--- src/rtl/fetch_unit.sv ---
// Instruction fetch stage: issues word fetches on a req/gnt/rvalid bus under a
// credit limit, buffers responses in order and hands {instr, pc} to decode.
module fetch_unit #(
  parameter int          XLEN       = 32,
  parameter int          FIFO_DEPTH = 2,
  parameter logic [31:0] NOP_INSTR  = 32'h0000_0013
) (
  input  logic            clk,
  input  logic            rst_n,
  input  logic [XLEN-1:0] pc_in,
  output logic            pc_ready_out,
  input  logic            flush_in,
  output logic            imem_req_out,
  output logic [XLEN-1:0] imem_addr_out,
  input  logic            imem_gnt_in,
  input  logic            imem_rvalid_in,
  input  logic [31:0]     imem_rdata_in,
  input  logic            id_ready_in,
  output logic            instr_valid_out,
  output logic [31:0]     instr_out,
  output logic [XLEN-1:0] instr_pc_out
);

  localparam int PW = $clog2(FIFO_DEPTH);
  localparam int CW = PW + 1;

  typedef enum logic {RUN, DRAIN} state_e;

  state_e          state_q, state_d;
  logic [CW-1:0]   outstanding_q, outstanding_d;
  logic [CW-1:0]   fifo_count_q, fifo_count_d;
  logic [PW-1:0]   aq_wptr_q, aq_rptr_q;
  logic [PW-1:0]   of_wptr_q, of_rptr_q;
  logic [XLEN-1:0] aq_pc_q    [FIFO_DEPTH];
  logic [31:0]     of_instr_q [FIFO_DEPTH];
  logic [XLEN-1:0] of_pc_q    [FIFO_DEPTH];

  logic [CW-1:0]   in_use;
  logic            grant;
  logic            keep_rsp;
  logic            pop;

  always_comb begin
    in_use          = outstanding_q + fifo_count_q;
    // Request only while no stale responses are pending and a slot is guaranteed.
    imem_req_out    = rst_n && (state_q == RUN) && (in_use < CW'(FIFO_DEPTH)) && !flush_in;
    imem_addr_out   = {pc_in[XLEN-1:2], 2'b00};
    grant           = imem_req_out && imem_gnt_in;
    pc_ready_out    = grant;
    keep_rsp        = imem_rvalid_in && (state_q == RUN) && !flush_in;
    instr_valid_out = (fifo_count_q != '0) && !flush_in;
    pop             = instr_valid_out && id_ready_in;
    instr_out       = instr_valid_out ? of_instr_q[of_rptr_q] : NOP_INSTR;
    instr_pc_out    = instr_valid_out ? of_pc_q[of_rptr_q] : '0;
  end

  always_comb begin
    outstanding_d = outstanding_q;
    case ({grant, imem_rvalid_in})
      2'b10:   outstanding_d = outstanding_q + CW'(1);
      2'b01:   outstanding_d = outstanding_q - CW'(1);
      default: outstanding_d = outstanding_q;
    endcase

    fifo_count_d = fifo_count_q;
    if (flush_in) begin
      fifo_count_d = '0;
    end else begin
      case ({keep_rsp, pop})
        2'b10:   fifo_count_d = fifo_count_q + CW'(1);
        2'b01:   fifo_count_d = fifo_count_q - CW'(1);
        default: fifo_count_d = fifo_count_q;
      endcase
    end

    // Judge on the post-cycle count so a response landing in the flush cycle
    // cannot strand the FSM in DRAIN with nothing left to wait for.
    state_d = state_q;
    case (state_q)
      RUN:     if (flush_in && (outstanding_d != '0)) state_d = DRAIN;
      DRAIN:   if (outstanding_d == '0) state_d = RUN;
      default: state_d = RUN;
    endcase
  end

  always_ff @(posedge clk or negedge rst_n) begin
    if (!rst_n) begin
      state_q       <= RUN;
      outstanding_q <= '0;
      fifo_count_q  <= '0;
      aq_wptr_q     <= '0;
      aq_rptr_q     <= '0;
      of_wptr_q     <= '0;
      of_rptr_q     <= '0;
    end else begin
      state_q       <= state_d;
      outstanding_q <= outstanding_d;
      fifo_count_q  <= fifo_count_d;
      if (grant)          aq_wptr_q <= aq_wptr_q + PW'(1);
      if (imem_rvalid_in) aq_rptr_q <= aq_rptr_q + PW'(1);
      if (flush_in) begin
        of_wptr_q <= '0;
        of_rptr_q <= '0;
      end else begin
        if (keep_rsp) of_wptr_q <= of_wptr_q + PW'(1);
        if (pop)      of_rptr_q <= of_rptr_q + PW'(1);
      end
    end
  end

  // Storage needs no reset: every read is qualified by a count.
  always_ff @(posedge clk) begin
    if (grant) aq_pc_q[aq_wptr_q] <= pc_in;
    if (keep_rsp) begin
      of_instr_q[of_wptr_q] <= imem_rdata_in;
      of_pc_q[of_wptr_q]    <= aq_pc_q[aq_rptr_q];
    end
  end

  a_rvalid_needs_outstanding: assert property (@(posedge clk) disable iff (!rst_n)
    imem_rvalid_in |-> (outstanding_q != '0));

  a_pc_stable_until_gnt: assert property (@(posedge clk) disable iff (!rst_n)
    (imem_req_out && !imem_gnt_in) |=> ($stable(pc_in) || flush_in));

endmodule

--- config.mk ---
export PLATFORM = sky130hd
export DESIGN_NAME = fetch_unit
export DESIGN_NICKNAME = d
export VERILOG_FILES = /design/src/rtl/fetch_unit.sv
export SDC_FILE = /design/constraint.sdc
export NUM_CORES = 1
export LEC_CHECK = 0
export ABC_AREA = 1
export BUFFER_PORTS_ARGS = -buffer_cell sky130_fd_sc_hd__buf_2
export CAP_MARGIN = 20
export CELL_PAD_IN_SITES_DETAIL_PLACEMENT = 0
export CELL_PAD_IN_SITES_GLOBAL_PLACEMENT = 1
export CORE_MARGIN = 2
export CORE_UTILIZATION = 40
export CTS_BUF_LIST = sky130_fd_sc_hd__clkbuf_2
export CTS_CLUSTER_DIAMETER = 80
export DETAILED_ROUTE_END_ITERATION = 10
export GPL_TIMING_DRIVEN = 0
export PLACE_DENSITY_LB_ADDON = 0.1
export SLEW_MARGIN = 20
export SYNTH_ARGS = -nofsm -noshare
export SYNTH_HDL_FRONTEND = slang
export SYNTH_SLANG_ARGS = --single-unit
--- constraint.sdc ---
create_clock -name clk -period 7.87 [get_ports clk]
set_input_delay 1.574 -clock clk [delete_from_list [all_inputs] [get_ports clk]]
set_output_delay 1.574 -clock clk [all_outputs]
set_load 0.02 [all_outputs]
==> reports/metrics.yaml, run 1 <==
status: "complete, no violations"
cts_root_buf: "clkbuf_2"
worst_pin_slew_ns: 0.5947
fin_nets: 846
ir_drop_v: 0.0001162
start_util_pct: 40.70
postCtsHoldBufs: 0
timing.final.ws_setup_ns: 3.688
portBuffers: 166
cts-resized-gates: 0
endpoint_kind: "primary output"
stdcell_count: 1087
final.min_clock_period_ns: 4.182
clockBufferDepth: 3
crit_type: "primary input to primary output"
post_cts_buffers: 0
numCtsBuffers: 51
drv_slew: 0
netlist_instances: 547
synth_cell_type_count: 21
io_pins: 169
max_clock_freq_mhz: 239.1
p_leak_uw: 0.004526
clock_sinks: 201
clock_latency_ns: 0.77
start_kind: "primary input"
hold_viol_final: 0
layout-drive-gt1-share_pct: 49.39
cp_cell_sequence: "buf_2 > inv_1 > nand2_1 > nor2_1 > nand3_1 > inv_1 > buf_2"
core_um2: 20230
critPathArrivalTime_ns: 2.61
post-route-drc-count: 0
fin_area_um2: 10110
synth_area_um2: 8235
grt_overflow: 0
clk_pin_slew_ns: 0.10
grt_max_degree: 23
grt_usage_pct: 14.71
rows: 52
fin_util_pct: 49.98
antenna_left: 0
cts_tree: "built"
drtIter0Drc: 164
startpoint: "flush_in"
antenna_found_initial: 1
rsz0062_at_grt: "false"
dp.cells: 992
synth-warning-count: 0
grt_pass1_vias: 5085
p_per_area_nw_per_um2: 277.1
timing.final.crit_share_pct: 53.14
final_cell_mix: "edfxtp_1 (192), buf_2 (176), mux2_2 (91), nand2_1 (90), inv_1 (79)"
skew_ns: 0.03647
area_delta_synth_final_pct: 22.80
hold_path_class: "flop to flop"
path_max_fanout: 7
wirelength_um: 15700
max-slew-margin-rel_pct: 60.26
h-tree-depth: 2
r2r-start: "state_q"
cap_violations: 0
reg2reg_to: "of_instr_q[0][2]"
worst-r2r-cell-count: 7
die-area_um2: 21750
cp_data_required_time_ns: 6.30
vias: 4794
grt_pass1_wl_um: 25040
ys_seq_area_share_pct: 72.74
rrSetupSlack_ns: 5.83
slowest_stage: "nand3_1"
cp-endpoint: "pc_ready_out"
via_per_inst: 4.410
gp_congestion: 0.7193
routedWlPerCell_um: 14.45
synth_seq_cells: 201
avgSynthCellArea_um2: 15.06
die_height_um: 147.5
post-place-ws_ns: 3.647
fp.dieW_um: 147.5
drtPass1Iterations: 4
max_stage_delay_ns: 0.21
fin_tns_setup_ns: 0
hpwl_um: 10450
mostFrequentLayoutCell: "edfxtp_1"
setup_viol_count_final: 0
dpl_cell_area_um2: 9635
[cells by family after synthesis]
family                     share of synthesized area [%]
DFF                                                72.74
buffers and inverters                              8.128
and+or+nand+nor                                    5.515
muxes                                              12.81
AOI/OAI and AO/OA                                 0.3950
xor gates and xnor gates                          0.2127
adders and majority gates                         0.1519
other                                            0.04554
[registers in the layout (all words and copies together), names as in the netlist]
signal	cells
state_q	1
outstanding_q	2
of_rptr_q	1
aq_pc_q	64
fifo_count_q	2
aq_rptr_q	1
aq_wptr_q	1
of_instr_q	64
of_wptr_q	1
of_pc_q	64
[worst max-delay path: cells and delay by family]
| family | cells | cell delay [ns] |
|---|---|---|
| buffers and inverters | 4 | 0.55 |
| AND/OR/NAND/NOR | 3 | 0.48 |
[Yosys cell counts]
master | instances | area, um^2
nand2_1 | 90 | 337.8
inv_1 | 80 | 300.3
buf_6 | 3 | 33.78
nor2_2 | 1 | 6.260
or2_2 | 1 | 6.260
buf_4 | 38 | 285.3
o211ai_1 | 3 | 22.52
mux2_2 | 91 | 1025
nor2_1 | 6 | 22.52
nand3_1 | 9 | 45.04
xor2_1 | 2 | 17.52
ha_1 | 1 | 12.51
and2_1 | 1 | 6.260
nor3_1 | 1 | 5.000
mux2_4 | 2 | 30.03
conb_1 | 1 | 3.750
buf_2 | 10 | 50.05
edfxtp_1 | 192 | 5766
nand4_1 | 4 | 25.02
o21ai_0 | 2 | 10.01
dfrtp_1 | 9 | 225.2
[how the worst min path moves through the flow]
stage | start | endpoint | cells after the start | slack [ns]
finish | aq_wptr_q | aq_wptr_q | 2 | 0.49
global route | aq_wptr_q | aq_wptr_q | 2 | 0.54
CTS | aq_wptr_q | aq_wptr_q | 2 | 0.49
detailed placement | aq_wptr_q | aq_wptr_q | 2 | 0.46
global placement | aq_wptr_q | aq_wptr_q | 2 | 0.45
floorplan | aq_wptr_q | aq_wptr_q | 2 | 0.44
[metrics by stage]
step | hold WS [ns] | total power [uW]
after floorplan | 0.4419 | 1896
after global placement | 0.4537 | 2121
after detailed placement | 0.4643 | 2151
after CTS | 0.4896 | 2863
after global routing | 0.5358 | 2983
final | 0.4865 | 2803
[area by class of cell]
| class | count | area (um^2) |
|---|---|---|
| diodes | 1 | 2.502 |
| plain buffers | 51 | 369.1 |
| clock buffers | 77 | 385.4 |
| clock inverters | 17 | 90.09 |
| fillers | 1879 | 10120 |
| inverters | 80 | 300.3 |
| multi-input cells | 216 | 1602 |
| flip-flops and latches | 201 | 5991 |
| well taps | 270 | 337.8 |
| repair buffers | 174 | 1036 |
[metal layers]
metal | track usage (%) | part of all wire [%]
met1 | 16.97 | 41
met2 | 26.05 | 50
met3 | 4.012 | 6.5
met4 | 5.865 | 2.3
met5 | 0 | 0
[power by group]
part	switching [uW]	total, uW	internal [uW]	leakage [uW]
registers	26.9	1320	1290	0.00185
clock network	404	697	293	0.000362
logic	456	790	334	0.00231
total	886	2800	1920	0.00453
Note: power is estimated with default switching activity, not from simulation.
==> inputs of run 2 (changes only) <==
clock period = 4.1 ns   (was 7.87 ns; I/O delays follow)
==> run 2 against run 1 <==
Against the previous run: design area shrank 0.57%; setup slack lost 2.7 ns; register-to-register slack lost 3.8 ns; clock skew grew 0.015 ns; combinational power grew 92%; sequential power grew 92%; total power grew 87%; global-route usage grew 0.31 points; core utilization shrank 0.28 points; largest power group unchanged.
==> reports/metrics.yaml, run 2 (synthesized netlist as in run 1, its figures left out) <==
status: "complete, no violations"
area_delta_synth_final_pct: 22.11
clockBufferDepth: 3
fin_nets: 847
antenna_left: 0
final_cell_mix: "edfxtp_1 (192), buf_2 (176), mux2_2 (91), nand2_1 (90), inv_1 (79)"
grt_overflow: 0
crit_buf_inv: 5
io_pins: 169
clock_sinks: 201
max_stage_delay_ns: 0.52
cap_violations: 0
drv_slew: 0
routed-wl-met2_um: 8209
h-tree-depth: 2
wl_met3_um: 958
hold_path_class: "primary input to flop"
grt_usage_pct: 15.02
finalPower_uw: 5251
skew_ns: 0.05140
worst_pin_slew_ns: 0.6130
final.min_clock_period_ns: 3.157
antenna_found_initial: 1
setup_viol_count_final: 0
fin_tns_setup_ns: 0
hpwl_um: 10840
start_util_pct: 40.70
fp.dieW_um: 147.5
via_per_inst: 4.437
max_clock_freq_mhz: 316.7
crit_type: "primary input to primary output"
routedWlPerCell_um: 14.82
drtPass1Iterations: 4
die-area_um2: 21750
cts_tree: "built"
ir_drop_v: 0.0002089
clk_pin_slew_ns: 0.09
timing.final.crit_share_pct: 77.01
reg_top3: "aq_pc_q (64), of_instr_q (64), of_pc_q (64)"
slowest_stage: "dlygate4sd3_1"
cts-resized-gates: 0
critical-path-top-delay-family: "buffers and inverters"
rsz0062_at_grt: "false"
grt_pass1_vias: 5127
post-route-drc-count: 0
layout-drive-gt1-share_pct: 49.26
cp_data_required_time_ns: 3.28
core_um2: 20230
grt_max_degree: 26
wirelength_um: 15970
wl_met1_um: 6486
highest_layer: "met4"
drtIter0Drc: 101
hold_viol_final: 0
rows: 52
fin_util_pct: 49.70
gp_congestion: 0.7317
mostFrequentLayoutCell: "edfxtp_1"
p_leak_uw: 0.004483
vias: 4783
start_kind: "primary input"
max-slew-margin-rel_pct: 59.04
critPathArrivalTime_ns: 2.34
nFillCells: 1869
clock_latency_ns: 0.77
numCtsBuffers: 51
portBuffers: 166
cp_cell_sequence: "dlygate4sd3_1 > buf_2 > inv_1 > nor2_1 > nand3_1 > inv_1 > buf_2"
path_max_fanout: 10
die_height_um: 147.5
cts_root_buf: "clkbuf_2"
grt_pass1_wl_um: 25280
endpoint_kind: "primary output"
p_per_area_nw_per_um2: 522.2
[run 2: cell type report]
cell class | count | area (um^2) | area share, %
plain buffers | 51 | 369.1 | 3.671
clock inverters | 12 | 50.05 | 0.4977
inverters | 80 | 300.3 | 2.986
well taps | 270 | 337.8 | 3.359
repair buffers | 175 | 1046 | 10.40
diodes | 2 | 5.005 | 0.04977
clock buffers | 71 | 355.3 | 3.534
multi-input cells | 216 | 1602 | 15.93
flip-flops and latches | 201 | 5991 | 59.57
[run 2: through the flow]
stage	cells	setup slack (ns)	hold slack, ns	instance area [um^2]
2_1_floorplan	548	0.9051	0.4419	8244
6_report	1078	0.9427	0.2401	10060
4_1_cts	1076	0.9109	0.1211	10050
5_1_grt	1078	0.7750	0.1393	10060
3_5_place_dp	992	1.378	0.4584	9635
3_3_place_gp	984	-0.5336	0.4543	9413
[run 2: worst register-to-register path: stages (launching register included)]
cell and delay, ns:
dfrtp_1 0.37, inv_1 0.06, nand2_1 0.14, nor2_1 0.17, inv_1 0.10, nor2_4 0.48, buf_16 0.24, buf_16 0.19
[run 2: final timing paths]
kind,cells after the start,slack [ns],to,startpoint
setup / recovery,7,0.94,pc_ready_out,rst_n
hold / removal,1,0.24,of_instr_q[1][4],imem_rdata_in[4]
setup reg to reg,7,2.07,of_instr_q[0][5],state_q
hold reg to reg,2,0.48,aq_wptr_q,aq_wptr_q
max in group asynchronous,2,3.41,fifo_count_q[1],rst_n
min in group asynchronous,2,0.44,outstanding_q[0],rst_n
[run 2: routing by layer]
metal | track usage, % | vias to the layer above
met4 | 5.481 | 0
met1 | 17.22 | 2256
met2 | 26.92 | 157
met5 | 0 | -
li1 | - | 2341
met3 | 4.198 | 29
[run 2: timing repair]
item                      4_1_cts  5_1_grt
hold buffers                    1        0
buffers inserted                0        0
hold endpoints to repair        9        0
[run 2: where the power goes]
group | internal [uW] | switching (uW)
clock network | 459 | 740
registers | 2480 | 52.4
logic | 643 | 882
total | 3580 | 1670
